$ cat config.mk
export PLATFORM = sky130hd
export DESIGN_NAME = conv_pool_engine_flat
export DESIGN_NICKNAME = d
export VERILOG_FILES = /design/src/rtl/conv_pool_engine_pkg.sv /design/src/rtl/conv_pool_engine_if.sv /design/src/rtl/conv_pool_engine_lane.sv /design/src/rtl/conv_pool_engine.sv /design/src/flat_wrapper.sv
export SDC_FILE = /design/constraint.sdc
export NUM_CORES = 1
export LEC_CHECK = 0
export CAP_MARGIN = 10
export CORE_MARGIN = 1.5
export CORE_UTILIZATION = 40
export CTS_CLUSTER_DIAMETER = 150
export DETAILED_ROUTE_END_ITERATION = 10
export GPL_TIMING_DRIVEN = 0
export MAX_ROUTING_LAYER = met4
export PLACE_DENSITY = 0.58
export SLEW_MARGIN = 5
export SYNTH_ARGS = -nofsm -noshare
export SYNTH_HDL_FRONTEND = slang
export SYNTH_SLANG_ARGS = --single-unit
export TNS_END_PERCENT = 5
$ cat constraint.sdc
create_clock -name clk -period 8.51 [get_ports clk]
set_input_delay 2.1275 -clock clk [delete_from_list [all_inputs] [get_ports clk]]
set_output_delay 2.1275 -clock clk [all_outputs]
set_load 0.05 [all_outputs]
$ cat src/rtl/conv_pool_engine_pkg.sv
// conv_pkg: window position codes, pooling mode codes and lane slicing shared by conv_pool_engine.
package conv_pkg;
  localparam logic [1:0] POS_TL = 2'd0;
  localparam logic [1:0] POS_TR = 2'd1;
  localparam logic [1:0] POS_BL = 2'd2;
  localparam logic [1:0] POS_BR = 2'd3;
  localparam logic MODE_MAX = 1'b0;
  localparam logic MODE_AVG = 1'b1;
  function automatic int lane_lo(input int k, input int dw);
    return k * dw;
  endfunction
endpackage

$ cat src/rtl/conv_pool_engine_if.sv
// conv_pool_engine_if: control, raster input stream and pooled output of conv_pool_engine.
interface conv_pool_engine_if #(parameter int DW = 16, parameter int CH = 4, parameter int AW = 16);
  logic start;
  logic mode;
  logic relu_en;
  logic in_valid;
  logic [CH*DW-1:0] in_data;
  logic out_valid;
  logic [CH*DW-1:0] out_data;
  logic [AW-1:0] out_addr;
  logic [2*CH-1:0] out_argmax;
  logic frame_done;
  modport master (output start, mode, relu_en, in_valid, in_data,
                  input out_valid, out_data, out_addr, out_argmax, frame_done);
  modport slave (input start, mode, relu_en, in_valid, in_data,
                 output out_valid, out_data, out_addr, out_argmax, frame_done);
endinterface

$ cat src/rtl/conv_pool_engine_lane.sv
// pool_lane: one lane's ReLU, horizontal pair combine and 2x2 window combine (purely combinational).
module pool_lane import conv_pkg::*; #(parameter int DW = 16) (
  input  logic                 i_mode,
  input  logic                 i_relu,
  input  logic signed [DW-1:0] i_sample,
  input  logic signed [DW-1:0] i_held,
  input  logic [DW+1:0]        i_lb,
  output logic signed [DW-1:0] o_proc,
  output logic [DW+1:0]        o_pair,
  output logic signed [DW-1:0] o_win,
  output logic [1:0]           o_arg
);
  logic signed [DW-1:0] w_pmax;
  logic signed [DW-1:0] w_top;
  logic signed [DW:0]   w_psum;
  logic signed [DW+1:0] w_wsum;
  logic                 w_ppos;
  logic                 w_bot;
  // strict greater-than everywhere so ties keep the lower window position
  always_comb begin
    o_proc = (i_relu && i_sample[DW-1]) ? '0 : i_sample;
    w_ppos = o_proc > i_held;
    w_pmax = w_ppos ? o_proc : i_held;
    w_psum = {i_held[DW-1], i_held} + {o_proc[DW-1], o_proc};
    o_pair = (i_mode == MODE_AVG) ? {1'b0, w_psum} : {w_ppos, w_pmax[DW-1], w_pmax};
    w_top  = i_lb[DW-1:0];
    w_bot  = w_pmax > w_top;
    w_wsum = {i_lb[DW], i_lb[DW:0]} + {w_psum[DW], w_psum};
    o_win  = (i_mode == MODE_AVG) ? w_wsum[DW+1:2] : (w_bot ? w_pmax : w_top);
    o_arg  = (i_mode == MODE_AVG) ? POS_TL :
             w_bot ? (w_ppos ? POS_BR : POS_BL) : (i_lb[DW+1] ? POS_TR : POS_TL);
  end
endmodule

$ cat src/rtl/conv_pool_engine.sv
// conv_pool_engine: CH-lane ReLU + 2x2 stride-2 max/avg pooling over a raster MAPxMAP stream.
module conv_pool_engine import conv_pkg::*; #(
  parameter int DW  = 16,
  parameter int CH  = 4,
  parameter int MAP = 14,
  parameter int AW  = 16
) (
  input logic clk,
  input logic reset_n,
  conv_pool_engine_if.slave bus
);
  localparam int HALF = MAP / 2;
  localparam int LW = (HALF > 1) ? $clog2(HALF) : 1;
  localparam int CW = LW + 1;
  localparam logic [CW-1:0] LAST = CW'(MAP - 1);
  logic                     r_mode;
  logic                     r_relu;
  logic [CW-1:0]            r_row;
  logic [CW-1:0]            r_col;
  logic [AW-1:0]            r_addr;
  logic [CH-1:0][DW-1:0]    r_held;
  logic [CH-1:0][DW+1:0]    r_lb [HALF];
  logic [CH-1:0][DW-1:0]    w_proc;
  logic [CH-1:0][DW-1:0]    w_win;
  logic [CH-1:0][DW+1:0]    w_pair;
  logic [CH-1:0][1:0]       w_arg;
  logic [LW-1:0]            w_idx;
  logic                     w_fire;
  logic                     w_last;
  assign w_idx  = r_col[CW-1:1];
  assign w_fire = bus.in_valid & ~bus.start;
  assign w_last = (r_row == LAST) && (r_col == LAST);
  for (genvar k = 0; k < CH; k++) begin : g_lane
    pool_lane #(.DW(DW)) u_lane (
      .i_mode  (r_mode),
      .i_relu  (r_relu),
      .i_sample(bus.in_data[lane_lo(k, DW) +: DW]),
      .i_held  (r_held[k]),
      .i_lb    (r_lb[w_idx][k]),
      .o_proc  (w_proc[k]),
      .o_pair  (w_pair[k]),
      .o_win   (w_win[k]),
      .o_arg   (w_arg[k])
    );
  end
  // datapath storage carries no reset: every read is preceded by a write in the same frame
  always_ff @(posedge clk) begin
    if (w_fire && !r_col[0]) r_held <= w_proc;
    if (reset_n && w_fire && !r_row[0] && r_col[0]) r_lb[w_idx] <= w_pair;
  end
  always_ff @(posedge clk) begin
    if (!reset_n) begin
      r_mode         <= MODE_MAX;
      r_relu         <= 1'b0;
      r_row          <= '0;
      r_col          <= '0;
      r_addr         <= '0;
      bus.out_valid  <= 1'b0;
      bus.out_data   <= '0;
      bus.out_addr   <= '0;
      bus.out_argmax <= '0;
      bus.frame_done <= 1'b0;
    end else begin
      bus.out_valid  <= 1'b0;
      bus.frame_done <= 1'b0;
      if (bus.start) begin
        r_mode <= bus.mode;
        r_relu <= bus.relu_en;
        r_row  <= '0;
        r_col  <= '0;
        r_addr <= '0;
      end else if (bus.in_valid) begin
        r_col <= (r_col == LAST) ? '0 : r_col + CW'(1);
        if (r_col == LAST) r_row <= (r_row == LAST) ? '0 : r_row + CW'(1);
        if (r_row[0] && r_col[0]) begin
          bus.out_valid  <= 1'b1;
          bus.out_data   <= w_win;
          bus.out_argmax <= w_arg;
          bus.out_addr   <= r_addr;
          bus.frame_done <= w_last;
          r_addr         <= w_last ? '0 : r_addr + AW'(1);
        end
      end
    end
  end
endmodule

$ cat src/flat_wrapper.sv
// flat-port wrapper written by rule: the top's interface ports become plain ports
module conv_pool_engine_flat import conv_pkg::*;
#(
  parameter int DW  = 16,
  parameter int CH  = 4,
  parameter int MAP = 14,
  parameter int AW  = 16
)
  (clk, reset_n, bus_start, bus_mode, bus_relu_en, bus_in_valid, bus_in_data, bus_out_valid, bus_out_data, bus_out_addr, bus_out_argmax, bus_frame_done);
  conv_pool_engine_if #(.DW(DW), .CH(CH), .AW(AW)) bus_i ();
  input logic clk;
  input logic reset_n;
  input wire logic [$bits(bus_i.start)-1:0] bus_start;
  input wire logic [$bits(bus_i.mode)-1:0] bus_mode;
  input wire logic [$bits(bus_i.relu_en)-1:0] bus_relu_en;
  input wire logic [$bits(bus_i.in_valid)-1:0] bus_in_valid;
  input wire logic [$bits(bus_i.in_data)-1:0] bus_in_data;
  output wire logic [$bits(bus_i.out_valid)-1:0] bus_out_valid;
  output wire logic [$bits(bus_i.out_data)-1:0] bus_out_data;
  output wire logic [$bits(bus_i.out_addr)-1:0] bus_out_addr;
  output wire logic [$bits(bus_i.out_argmax)-1:0] bus_out_argmax;
  output wire logic [$bits(bus_i.frame_done)-1:0] bus_frame_done;
  assign bus_i.start = bus_start;
  assign bus_i.mode = bus_mode;
  assign bus_i.relu_en = bus_relu_en;
  assign bus_i.in_valid = bus_in_valid;
  assign bus_i.in_data = bus_in_data;
  assign bus_out_valid = bus_i.out_valid;
  assign bus_out_data = bus_i.out_data;
  assign bus_out_addr = bus_i.out_addr;
  assign bus_out_argmax = bus_i.out_argmax;
  assign bus_frame_done = bus_i.frame_done;
  conv_pool_engine #(.DW(DW), .CH(CH), .MAP(MAP), .AW(AW)) u_core (.clk(clk), .reset_n(reset_n), .bus(bus_i));
endmodule
=== After elaboration in Yosys (flattened, before gate mapping) ===
Memory sizes are Yosys's and may differ from the RTL's. A register that Yosys moved wholly into a read port is not among the register bits.
Cells that the tools add are included.

* Add/subtract/negate cells: 11
* $lt $le $gt $ge: 8
* Eq/ne operators: 2
* Muxes and demuxes: 44
* Bitwise operators: 5
* Reduce and logical (&&, ||, !) cells: 18

{| class="wikitable"
|+ Operators with widths
! operator !! count
|-
| 16-bit 2-to-1 mux || 17
|-
| 16-bit > comparator || 8
|-
| 17-bit by 17-bit adder with 18-bit output || 4
|-
| 18-bit 2-to-1 mux || 4
|-
| 16-bit by 16-bit adder with 17-bit output || 4
|-
| 16-bit by 1-bit adder with 16-bit output (second input constant) || 1
|-
| 2-bit 2-to-1 mux || 8
|-
| 1-bit 2-to-1 mux || 11
|-
| 1-bit logical AND || 10
|-
| 4-bit by 1-bit adder with 4-bit output (second input constant) || 2
|-
| 4-bit equality test (second input constant) || 2
|-
| 4-bit 2-to-1 mux || 2
|-
| 3-bit 2-to-1 mux || 2
|-
| 1-bit NOT || 4
|-
| 2-bit AND reduction || 2
|-
| 4-bit OR reduction || 1
|-
| 3-bit AND reduction || 1
|-
| 3-bit OR reduction || 1
|-
| 1-bit zero test || 2
|-
| 2-bit OR reduction || 1
|-
| 1-bit bitwise AND || 1
|}

* Flip-flop bits (word level): 180
* RAM bits: 504
* Bits of input ports: 70
* Output and inout port bits: 90
* Memories kept: 1

{| class="wikitable"
|+ Memories
! memory !! depth !! width !! rd ports !! clocked after memory_dff !! wr ports !! RTL line !! source
|-
| u_core.r_lb || 7 || 72 || 1 || 1 || 1 || conv_pool_engine.sv:22 || <nowiki>logic [CH-1:0][DW+1:0] r_lb [HALF];</nowiki>
|}

=== Depth between registers and ports, before layout ===
* Depth after elaboration: 7
* Depth in mapped cells: 25

=== Modules after synthesis ===
A second synthesis with hierarchy kept.

* Cells, all modules: 3,185
* Area total of the unflattened synthesis: 38,151.6 µm²

{| class="wikitable"
|+ By module, submodules not included
! module !! times used !! cells each !! area each (µm²) !! sequential area each (µm²)
|-
| conv_pool_engine || 1 || 1,511 || 25,587.0 || 19,438.6
|-
| pool_lane at u_core.g_lane[1].u_lane ... || 2 || 394 || 3,040.4 || 0.0
|-
| pool_lane at u_core.g_lane[3].u_lane || 1 || 428 || 3,244.4 || 0.0
|-
| pool_lane at u_core.g_lane[0].u_lane || 1 || 458 || 3,239.4 || 0.0
|}

=== Worst setup path before layout ===
OpenSTA, ideal clock, no wires.

* Kind: input to register
* Start point: input bus_start
* End point: memory u_core.r_lb[0][0] in the netlist's numbering (enable)
* Arrival time: 8,002 ps
* Data required time: 7,919 ps
* Setup slack: -83 ps
* Stages: 6
* Buffers on the path: 2
* Path through: clkbuf_1 -> nand2b_1 -> clkbuf_1 -> nor3b_1 -> nand2b_1 -> nor3_1

* Word-level cells in the longest chain between the ends: 7

{| class="wikitable"
|+ RTL lines
! what !! RTL line !! source
|-
| start, declared || flat_wrapper.sv:13 || <nowiki>input wire logic [$bits(bus_i.start)-1:0] bus_start;</nowiki>
|-
| 1-bit NOT (no line) || -- ||
|-
| 1-bit bitwise AND || conv_pool_engine.sv:31 || <nowiki>assign w_fire = bus.in_valid & ~bus.start;</nowiki>
|-
| 1-bit logical AND (3 in series) || conv_pool_engine.sv:49 || <nowiki>if (reset_n && w_fire && !r_row[0] && r_col[0]) r_lb[w_idx] <= w_pair;</nowiki>
|-
| 1-bit 2-to-1 mux || conv_pool_engine.sv:49 ||
|-
| 1-bit 2-to-1 mux (not written as such) || conv_pool_engine.sv:49 ||
|-
| end, declared || conv_pool_engine.sv:22 ||
|}

No other way between the ends.

=== Worst setup path in the final report ===
* Start point: input bus_in_data[63]
* End point: register u_core.bus.out_data[52]

* Word-level cells in the longest chain between the ends: 7

{| class="wikitable"
|+ RTL lines
! what !! RTL line !! source
|-
| start, declared || flat_wrapper.sv:17 || <nowiki>input wire logic [$bits(bus_i.in_data)-1:0] bus_in_data;</nowiki>
|-
| 1-bit logical AND (*) || conv_pool_engine_lane.sv:21 || <nowiki>o_proc = (i_relu && i_sample[DW-1]) ? '0 : i_sample;</nowiki>
|-
| 16-bit 2-to-1 mux (*) || conv_pool_engine_lane.sv:21 ||
|-
| named net u_core.g_lane[3].u_lane.o_proc[14] || conv_pool_engine_lane.sv:8 || <nowiki>output logic signed [DW-1:0] o_proc,</nowiki>
|-
| 16-bit > comparator || conv_pool_engine_lane.sv:22 || <nowiki>w_ppos = o_proc > i_held;</nowiki>
|-
| 16-bit 2-to-1 mux (*) || conv_pool_engine_lane.sv:23 || <nowiki>w_pmax = w_ppos ? o_proc : i_held;</nowiki>
|-
| 16-bit > comparator || conv_pool_engine_lane.sv:27 || <nowiki>w_bot = w_pmax > w_top;</nowiki>
|-
| 16-bit 2-to-1 mux (*) (2 in series) || conv_pool_engine_lane.sv:29 || <nowiki>o_win = (i_mode == MODE_AVG) ? w_wsum[DW+1:2] : (w_bot ? w_pmax : w_top);</nowiki>
|-
| end signal, assigned || conv_pool_engine.sv:77 || <nowiki>bus.out_data <= w_win;</nowiki>
|-
| end, declared || conv_pool_engine_if.sv:16 || <nowiki>output out_valid, out_data, out_addr, out_argmax, frame_done);</nowiki>
|}

Mark *: on every way through the listed nets, which the timed path passes. The rest lies on a longest branch.
A chain may end at the register's enable or synchronous reset.

==> results by group <==
Power
  • PD cells: 201 nW/um^2
  • Sequential share of power: 0.431
  • Clock power frac: 0.390
  • Comb pwr share: 0.179
  • Max VDD drop: 0.143 mV
  • Int Power: 6.33 mW
  • Sw frac: 0.276
  • Leakage: 15.9 nW
  • P_sw: 2.41 mW
  • Final Power: 8.74 mW

Route
  • 1st-pass router iterations: 6
  • DR vias: 26490
  • Post-route ant nets: 0
  • Routed vias/inst: 5.64
  • DRC Markers: 0
  • Iter 0 DRT Violations: 2757
  • Final wirelength: 121000 um
  • DR WL/cell: 25.7 um

Global routing
  • Largest net degree at the start of global routing: 38
  • Total grt overflow: 0
  • First-pass GRT wire length: 173000 um
  • Antenna violations before repair: 0
  • Vias in the first global route: 25124
  • Global Route Usage Sum: 0.260

Placement
  • I/O Buffers: 157
  • RD Place Congestion: 0.950
  • Post-DP HPWL: 89800 um
  • Setup WS pre-CTS: -0.650 ns

Synthesis
  • Yosys warns: 0
  • Syn nets: 3438
  • Post-synth EDFFs: 568
  • Syn Inst Count: 3107
  • Async S/R FF share, synth: 0
  • Synth area leader: edfxtp_1
  • Syn avg cell area: 12.0 sq um
  • Seq cells post-synth: 687
  • Top cells by area, synth: edfxtp_1, ha_1, dfxtp_1, mux2_2, mux4_2
  • Register area share after synthesis: 0.523
  • Post-Syn Area: 37200 sq um
  • Synth cell types: 88
  • Post-synth top area share: 0.459
  • Main synth FF type: edfxtp_1

Final layout
  • FF+latch area: 19400 sq um
  • Antenna diode count: 0
  • Final net count: 3726
  • Fill count: 8418
  • Share of cells above drive strength 1: 0.138
  • Synth-to-Final Area Change: 17.3%
  • Area occupied by multi-input gates: 16500 sq um

Timing
  • RSZ-0062 raised after global routing: yes
  • Least-Margin Pin Slew: 1.38 ns
  • Setup violators final: 0
  • Tcrit/Tclk final: 0.970
  • Min cycle time layout: 8.25 ns
  • Final setup skew: 0.0311 ns
  • Final Max Tran Viols: 0
  • Fmax: 121 MHz
  • Final Hold Viols: 0
  • Final WS setup: 0.257 ns
  • Slew HR: 0.0797

Setup path
  • FF-to-FF Start: u_core.r_relu
  • Critical Path AT: 8.72 ns
  • CP max FO: 10
  • Reg2reg path depth: 23
  • Worst Setup End Kind: flop
  • RR Endpoint: u_core.bus.out_data[52]
  • Critical path class: in2reg
  • CP startpoint: bus_in_data[63]
  • Setup slack, reg-to-reg: 1.23 ns
  • Worst Setup Start Kind: primary input
  • CP required: 8.98 ns

CTS
  • Hold Buf Count CTS: 0
  • Worst-Skew Late Latency: 0.64 ns
  • Clk Tree Root Cell: clkbuf_16
  • CTS tree: done
  • Clock transition at the registers of the reported paths: 0.07 ns
  • CTS Buffer Depth: 3
  • CTS buffer count: 74
  • Sink Count: 687
  • H-tree depth: 3

Run status
  • Outcome: finished, final reports clean

Floorplanning
  • Initial Utilization: 0.404
  • Die ar.: 94800 sq um
  • Num ports: 160
  • Core area: 91900 sq um
  • Chip Height: 308 um
  • Rows: 111
  • Die width: 308 um

Hold path
  • Worst hold start: u_core.bus.out_addr[0]
  • Hold Path Sink: u_core.bus.out_addr[0]
  • Hold Path Stages: 2
  • Hold/Removal Path Class: reg2reg

Run
  • Max-Cap Viols: 0
## worst max-delay path, stage by stage
cell and delay, ns:
clkdlybuf4s50_1 0.50, nand2_1 0.14, clkbuf_1 0.27, and2_1 0.27, ha_1 0.37, nand3_1 0.17
nor4_1 0.50, a21boi_0 0.41, nor2_1 0.12, o211ai_4 0.43, buf_4 0.31, mux2_2 0.40
ha_1 0.32, nor2b_1 0.13, o21ai_0 0.14, a21oi_1 0.09, o31ai_1 0.40, a21oi_1 0.14
nor3_2 0.35, buf_2 0.41, buf_2 0.34, mux2i_1 0.21, o221ai_1 0.13
## metal layers
metal	up-vias	global-route usage	routed length [um]
met3	178	0.0342	10100
li1	12108	-	-
met4	0	0.0807	4070
met1	13087	0.371	54000
met5	-	-	0
met2	1117	0.384	52700
## area by class of cell
type / instances / area share
plain buffers: 125 / 0.0124
clock buffers: 91 / 0.0451
clock inverters: 44 / 0.0131
inverters: 194 / 0.0167
multi-input cells: 2101 / 0.379
flip-flops and latches: 687 / 0.446
well taps: 1243 / 0.0357
repair buffers: 212 / 0.0520
## layout by cell type, fill, tap and decap left out, types with 22 or more instances in the layout
cell type        instances
mux4_2                  68
xor2_1                  56
nor3_1                  36
mux2_2                 162
nor2b_1                 35
nand4_1                 24
buf_2                   22
o21ai_0                165
nand2_1                194
inv_1                  194
buf_6                   22
clkbuf_1                87
a21o_1                  39
nor2_1                 247
edfxtp_1               568
nand2b_1                27
clkbuf_16               75
xnor2_1                 55
buf_4                   26
mux2i_1                129
dfxtp_1                119
o21bai_1                23
a21oi_1                189
ha_1                   257
and2_1                  63
nand3_1                 29
a211oi_1                22
clkdlybuf4s50_1        157
## registers in the layout (all words and copies together), names as in the netlist, named ones only
name,count
u_core.r_lb,504
u_core.bus.out_data,64
u_core.r_held,64
u_core.bus.out_addr,16
u_core.r_addr,16
u_core.bus.out_argmax,8
u_core.r_col,4
u_core.r_row,4
u_core.bus.frame_done,1
u_core.bus.out_valid,1
u_core.r_mode,1
u_core.r_relu,1
## how the worst max path moves through the flow
stage / endpoint / slack [ns] / depth (start not counted)
2_1_floorplan: u_core.r_lb[1][0] / -0.05 / 6
3_3_place_gp: u_core.r_lb[4][52] / -6.53 / 6
3_5_place_dp: u_core.bus.out_data[25] / -0.65 / 23
4_1_cts: u_core.bus.out_data[24] / 0.09 / 23
5_1_grt: u_core.bus.out_data[52] / -0.07 / 23
6_report: u_core.bus.out_data[52] / 0.26 / 23
## power groups by stage
stage,logic [mW],clock network [mW],registers [mW]
2_1_floorplan,1.06,0,3.84
3_3_place_gp,1.51,0,3.84
3_5_place_dp,1.53,0,3.84
4_1_cts,1.54,3.44,3.77
5_1_grt,1.70,3.56,3.77
6_report,1.57,3.41,3.77
## cell families (layout without fill, tap and decap cells)
kind of cell               Yosys count  count (layout)  synth area share
and+or+nand+nor                    745             745            0.0953
DFF                                687             687             0.523
AOI/OAI and AO/OA                  621             621             0.107
muxes                              363             363             0.126
buffers and inverters              319             666            0.0340
adders and majority gates          261             261            0.0886
xor gates and xnor gates           111             111            0.0261
## metrics by stage
step | util | instance area (sq um) | instances | hold slack, ns | setup TNS (ns)
2_1_floorplan | - | 37200 | 3107 | 0.444 | -6.71
4_1_cts | 0.474 | 43600 | 4696 | 0.455 | 0
3_5_place_dp | 0.446 | 41000 | 4561 | 0.446 | -11.33
6_report | 0.474 | 43600 | 4697 | 0.456 | 0
5_1_grt | 0.474 | 43600 | 4697 | 0.477 | -0.0758
3_3_place_gp | 0.438 | 40300 | 4507 | 0.447 | -2128.12
## cell usage after synthesis, types with 6 or more instances
library cell	instances
nand3_1	29
a211oi_1	22
a22oi_1	9
o21a_1	20
and3_1	14
or3_1	17
o211ai_1	16
nor4_1	9
o31ai_1	11
xnor2_1	55
nand2b_1	27
o22ai_1	8
buf_2	22
buf_1	17
nand2_1	194
a221oi_1	7
a211o_1	8
nor3b_1	9
edfxtp_1	568
ha_1	257
xor2_1	56
clkbuf_1	76
mux4_2	68
buf_4	8
nor3_1	40
dfxtp_1	119
and4_1	6
and2_1	64
nor2_1	249
inv_1	194
o21bai_1	23
mux2_2	162
nand4_1	24
a21o_1	39
a21oi_1	189
nor2b_1	35
a31oi_1	11
o221ai_1	17
o21ai_0	166
mux2i_1	130
## what timing repair did
action | CTS | global route
cloned | 0 | 0
buffers inserted | 0 | 0
setup endpoints to repair | 1 | 20
resized for setup | 1 | 5
No activity file was read; power rests on OpenSTA's default activity.
